**src/rtl/digit_scan_ctrl.sv**
```systemverilog
// digit_scan_ctrl: time-multiplexes a packed-BCD value across eight display digits with leading-zero blanking
module digit_scan_ctrl #(
  parameter int PRESCALE = 100000,
  parameter int CNT_W    = 20
) (
  input  logic        clk,
  input  logic        reset_n,
  input  logic [31:0] value,
  input  logic        load,
  input  logic        blank_lz,
  output logic [2:0]  sel,
  output logic [3:0]  nibble,
  output logic        blank,
  output logic        frame
);
  logic [CNT_W-1:0] pcnt;
  logic [2:0]       sel_r;
  logic [31:0]      shadow;
  logic [7:0]       lz;
  logic [7:0]       lz_next;
  logic             frame_r;
  logic             tick;
  assign tick = pcnt == CNT_W'(PRESCALE - 1);
  // digit i is a leading zero when it and every more significant digit are zero; digit 0 always shows
  always_comb begin
    lz_next = '0;
    for (int i = 1; i < 8; i++) lz_next[i] = ~|(value >> (4 * i));
  end
  // prescaler, digit index, frame pulse and captured display data
  always_ff @(posedge clk or negedge reset_n) begin
    if (!reset_n) begin
      pcnt    <= '0;
      sel_r   <= '0;
      shadow  <= '0;
      lz      <= 8'hFE;
      frame_r <= 1'b0;
    end else begin
      pcnt    <= tick ? '0 : pcnt + CNT_W'(1);
      sel_r   <= sel_r + 3'(tick);
      frame_r <= tick && sel_r == 3'd7;
      if (load) begin
        shadow <= value;
        lz     <= lz_next;
      end
    end
  end
  assign sel    = sel_r;
  assign nibble = shadow[4*sel_r +: 4];
  assign blank  = blank_lz & lz[sel_r];
  assign frame  = frame_r;
endmodule

```
**config.mk**
```make
export PLATFORM = sky130hd
export DESIGN_NAME = digit_scan_ctrl
export DESIGN_NICKNAME = d
export VERILOG_FILES = /design/src/rtl/digit_scan_ctrl.sv
export SDC_FILE = /design/constraint.sdc
export NUM_CORES = 1
export LEC_CHECK = 0
export CAP_MARGIN = 5
export CORE_AREA = 10 10 86 88
export DETAILED_ROUTE_END_ITERATION = 10
export DIE_AREA = 0 0 96 98
export PLACE_DENSITY = 0.84
export SYNTH_ARGS = -nofsm -noshare
export SYNTH_HDL_FRONTEND = slang
export SYNTH_SLANG_ARGS = --single-unit
```
**constraint.sdc**
```tcl
create_clock -name clk -period 2.7 [get_ports clk]
set_clock_uncertainty 0.1 [all_clocks]
set_input_delay 0.54 -clock clk [delete_from_list [all_inputs] [get_ports clk]]
set_output_delay 0.54 -clock clk [all_outputs]
set_load 0.1 [all_outputs]
```
[Yosys cells after proc, flatten, opt, wreduce, memory -nomap -nowiden]
Cells that the tools add are included.
Widths: inputs -> output; s select.
Word-level totals
  register bits after elaboration: 63
  input bits: 36
  output and inout bits: 9
  logic and storage cells: 30
Cells by class
  add/sub/neg operators: 2
  $lt $le $gt $ge: 1
  equal/unequal tests: 2
  shift operators: 1
  muxes and demuxes: 3
  bitwise gates (word level): 1
  reduce and logical (&&, ||, !) cells: 15
Operator list (number)
  $shiftx 32x6->4: 1
  $reduce_or 28->1: 1
  $reduce_or 24->1: 1
  $add 20x1->20 const B: 1
  $eq 20x17->1 const B: 1
  $mux 20: 1
  $reduce_or 20->1: 1
  $reduce_or 16->1: 1
  $reduce_or 12->1: 1
  $reduce_or 8->1: 1
  $logic_not 1->1: 7
  $lt 3x4->1 const B: 1
  $reduce_or 4->1: 1
  $add 3x1->3: 1
  $bmux 1 s3: 1
  $eq 3x3->1 const B: 1
  $and 1x1->1: 1
  $logic_and 1x1->1: 1
  $mux 1: 1

[Depth between registers and ports, before layout]
  depth after elaboration: 3
  mapped depth: 7
  mapped depth without buffers: 7

[Worst setup path before layout]
OpenSTA, ideal clock, no wires.
  kind: register -> output
  start: register sel_r[0], in the netlist sel[0]
  end: output blank
  data arrival time: 2.429 ns
  required time: 2.060 ns
  setup slack: -0.369 ns
  cell stages (with the launch flop): 6
  buffers on the path: 1
  cell sequence: dfrtp_1 -> buf_2 -> mux2_2 -> nand2_1 -> o21ai_0 -> o211a_1
Between the ends
  cells in the longest elaborated chain, start to end: 3
Ends and longest elaborated chain
  from (decl): RTL line 17  | logic [2:0] sel_r;
  from (signal assigned): RTL line 39  | sel_r <= sel_r + 3'(tick);
  $bmux 1 s3: RTL line 49  | assign blank = blank_lz & lz[sel_r];
  $mux 1 (not written as such): RTL line 49
  $and 1x1->1: RTL line 49
  to (decl): RTL line 13  | output logic blank,
No other way between the ends. The select of a mux whose other input is x is not followed.

[Final worst setup path]
  start: register sel_r[0], in the netlist sel[0]
  end: output nibble[0]
Between the ends
  cells in the longest elaborated chain, start to end: 1
Ends and longest elaborated chain
  $shiftx 32x6->4: RTL line 48  | assign nibble = shadow[4*sel_r +: 4];
  to (decl): RTL line 12  | output logic [3:0] nibble,
No other way between the ends.

==> metrics.cfg <==
[worst_setup_path]
cp_slowest_cell=mux4_2
cp_slowest_stage_delay_ps=590
crit_path_start=sel[0]
critical_path_required_ps=2060
crit_arrival_ps=2000
worstPathMaxFanout=13
reg2reg_slack_ps=810
endpoint=nibble[0]
ff2ff_path_depth=7
worstSetupStartpointType=flip-flop
crit_path_cell_trace=mux4_2 > mux2_4 > buf_12
crit_type=reg2out
timing.rr.start=pcnt[0]
crit_path_end_kind=primary output
rr_endpoint=sel[2]

[floorplanning]
rows=28
core-area_um2=5750
start_util=0.512
die_w_um=96
pin_count=45
dieArea_um2=9410
fp.dieH_um=98

[global_routing]
met1_usage=0.185
grt_max_degree=35
grt.busiest_layer=met2
gr-usage-met3=0.0368
grt_pass1_vias=2250
globalRouteOverflowTotal=0
gr-usage-met2=0.249
grt_pass1_wl_um=11300
grt_usage=0.152
antenna_found_initial=0

[synth]
syn_inst=221
ys_warn_count=0
synth_area_leaders=dfrtp_1 (48%), mux2_2 (15%), mux4_2 (6.9%)
ys_ff_latch=63
avgSynthCellArea_um2=13.3
synth_top_area_frac=0.477
synth.net_count=260
synth_area_um2=2940
seq_area_frac_synth=0.539
yosys.area.top_type=dfrtp_1
yosysUniqueCellTypes=34

[layout]
area_growth_syn_to_layout_pct=28.5
drive_gt1_frac=0.343
fin_nets=311
stdcell_area_um2=3780
final_cells=352
fillers=423
insertedDiodeCount=0

[route]
drc=0
ant_nets=0
drt_pre_antenna_iters=4
routed_wirelength_um=6660
viasPerCell=5.63
wl_per_cell_um=18.9
vias=1980
dr.first_iter.drc_count=153

[sta]
finalSetupTns_ps=0
finalCritPeriodShare=0.978
tightest_slew_ps=677
fin_ws_ps=59.9
hold_viol=0
fin_crit_ps=2640
holdWs_ps=124
slew_viol_final=0
max_slew_margin=0.549
setup_violations=0
clock.fmax_ghz=0.379

[placed_design]
place.port_buffers=44
dpl-instance-area_um2=3520
placed_cells=335
hpwlAfterDp_um=4870
gp_congestion=0.845
dp_slack_ps=256

[clock_tree]
holdBufCountCts=0
cts_made_buffers=9
root_buffer=clkbuf_8
clk_latency_ps=340
htree_levels=3
clockBufferDepth=2
clock-sinks=63
cts_tree=built
path_clk_slew_ps=70

[worst_hold_path]
min_path_type=in2async

[power_and_ir_drop]
ir_drop_mv=0.429
power.density_cell_area_nw_per_um2=600
total_leakage_power_uw=0.00150

[outcome]
outcome=finished, final reports clean

[job]
cap_viol_max_count=0

==> state kept, by name (all words and copies together) (netlist names) <==
name and cells:
frame 1, lz 7, sel 3, pcnt 20, shadow 32
==> cell usage after synthesis <==
master	number
or3_4	1
nor2_1	9
buf_1	3
xnor2_1	13
nand3_1	7
or4_1	5
xor2_1	4
nor3_1	4
nor4b_1	3
and4_1	5
ha_1	3
o21ai_0	4
mux4_2	9
nand2b_1	3
nor2b_1	1
and2_1	1
a21oi_1	1
dfstp_2	7
nand4_1	6
nor4_2	1
o31ai_2	1
nor4_1	5
inv_1	6
o22ai_1	2
dfrtp_1	56
mux2i_1	1
nor3_2	2
nand2_1	11
a31oi_1	1
clkbuf_1	4
buf_2	2
o211a_1	1
nor4_4	1
mux2_2	38
==> repair_timing <==
action / CTS / global route
setup buffers: 0 / 1
endpoints found under the hold margin: 0 / 0
resized for setup: 0 / 1
setup endpoints to repair: 0 / 1
==> how the worst min path moves through the flow <==
stage | endpoint | slack [ps] | depth (start not counted)
final | shadow[5] | 120 | 1
after global routing | shadow[5] | 160 | 1
after global placement | pcnt[0] | 370 | 1
after CTS | shadow[5] | 130 | 1
after floorplan | frame | 140 | 0
after detailed placement | lz[2] | 380 | 2
==> cell families (layout without fill, tap and decap cells) <==
family,count (synthesis),count (layout),synth area share
adder cells (fa/ha/maj),3,3,0.0128
AND/OR/NAND/NOR,65,65,0.137
AO/OA/AOI/OAI,10,10,0.0226
multiplexers,48,48,0.218
XOR/XNOR,17,17,0.0506
buffers and inverters,15,71,0.0200
flip-flops,63,63,0.539
==> worst max-delay path: cells and delay by family, from the launching register on <==
family	cells	cell delay [ps]
mux	2	900
flops	1	580
buf+inv	1	170
==> where the power goes <==
group	total [µW]	switching, µW	internal (µW)
Clock	993	379	614
Sequential	1020	26.8	993
Combinational	255	118	137
==> cells in the final DEF, fill, tap and decap left out, types with 5 or more instances in the layout <==
cell              n
and4_1            5
buf_12            6
buf_4             8
clkbuf_8          9
clkdlybuf4s50_1  34
dfrtp_1          53
dfstp_2           7
inv_1             6
mux2_2           37
mux4_2            9
nand2_1          11
nand3_1           7
nand4_1           6
nor2_1            9
nor4_1            5
or4_1             5
xnor2_1          13
==> routing by layer <==
| layer | routed length [µm] | part of all wire | up-vias |
|---|---|---|---|
| li1 | - | - | 915 |
| met3 | 265 | 0.040 | 6 |
| met2 | 3490 | 0.52 | 57 |
| met1 | 2820 | 0.42 | 1002 |
| met5 | 0 | 0 | - |
| met4 | 82 | 0.012 | 0 |
==> layout make-up <==
type	instances	area, µm²	area share
multi-input combinational	143	1300	0.344
tap	75	93.8	0.0248
clock inverter	7	121	0.0321
timing repair buffer	49	526	0.139
clock buffer	9	124	0.0328
inverter	6	22.5	0.00596
sequential	63	1590	0.421
==> through the flow <==
stage,utilization,power (µW)
global route,0.658,2350
CTS,0.656,2290
global placement,0.613,1280
detailed placement,0.613,1290
finish,0.658,2270
floorplan,-,1160
(Power assumes the default switching activity.)
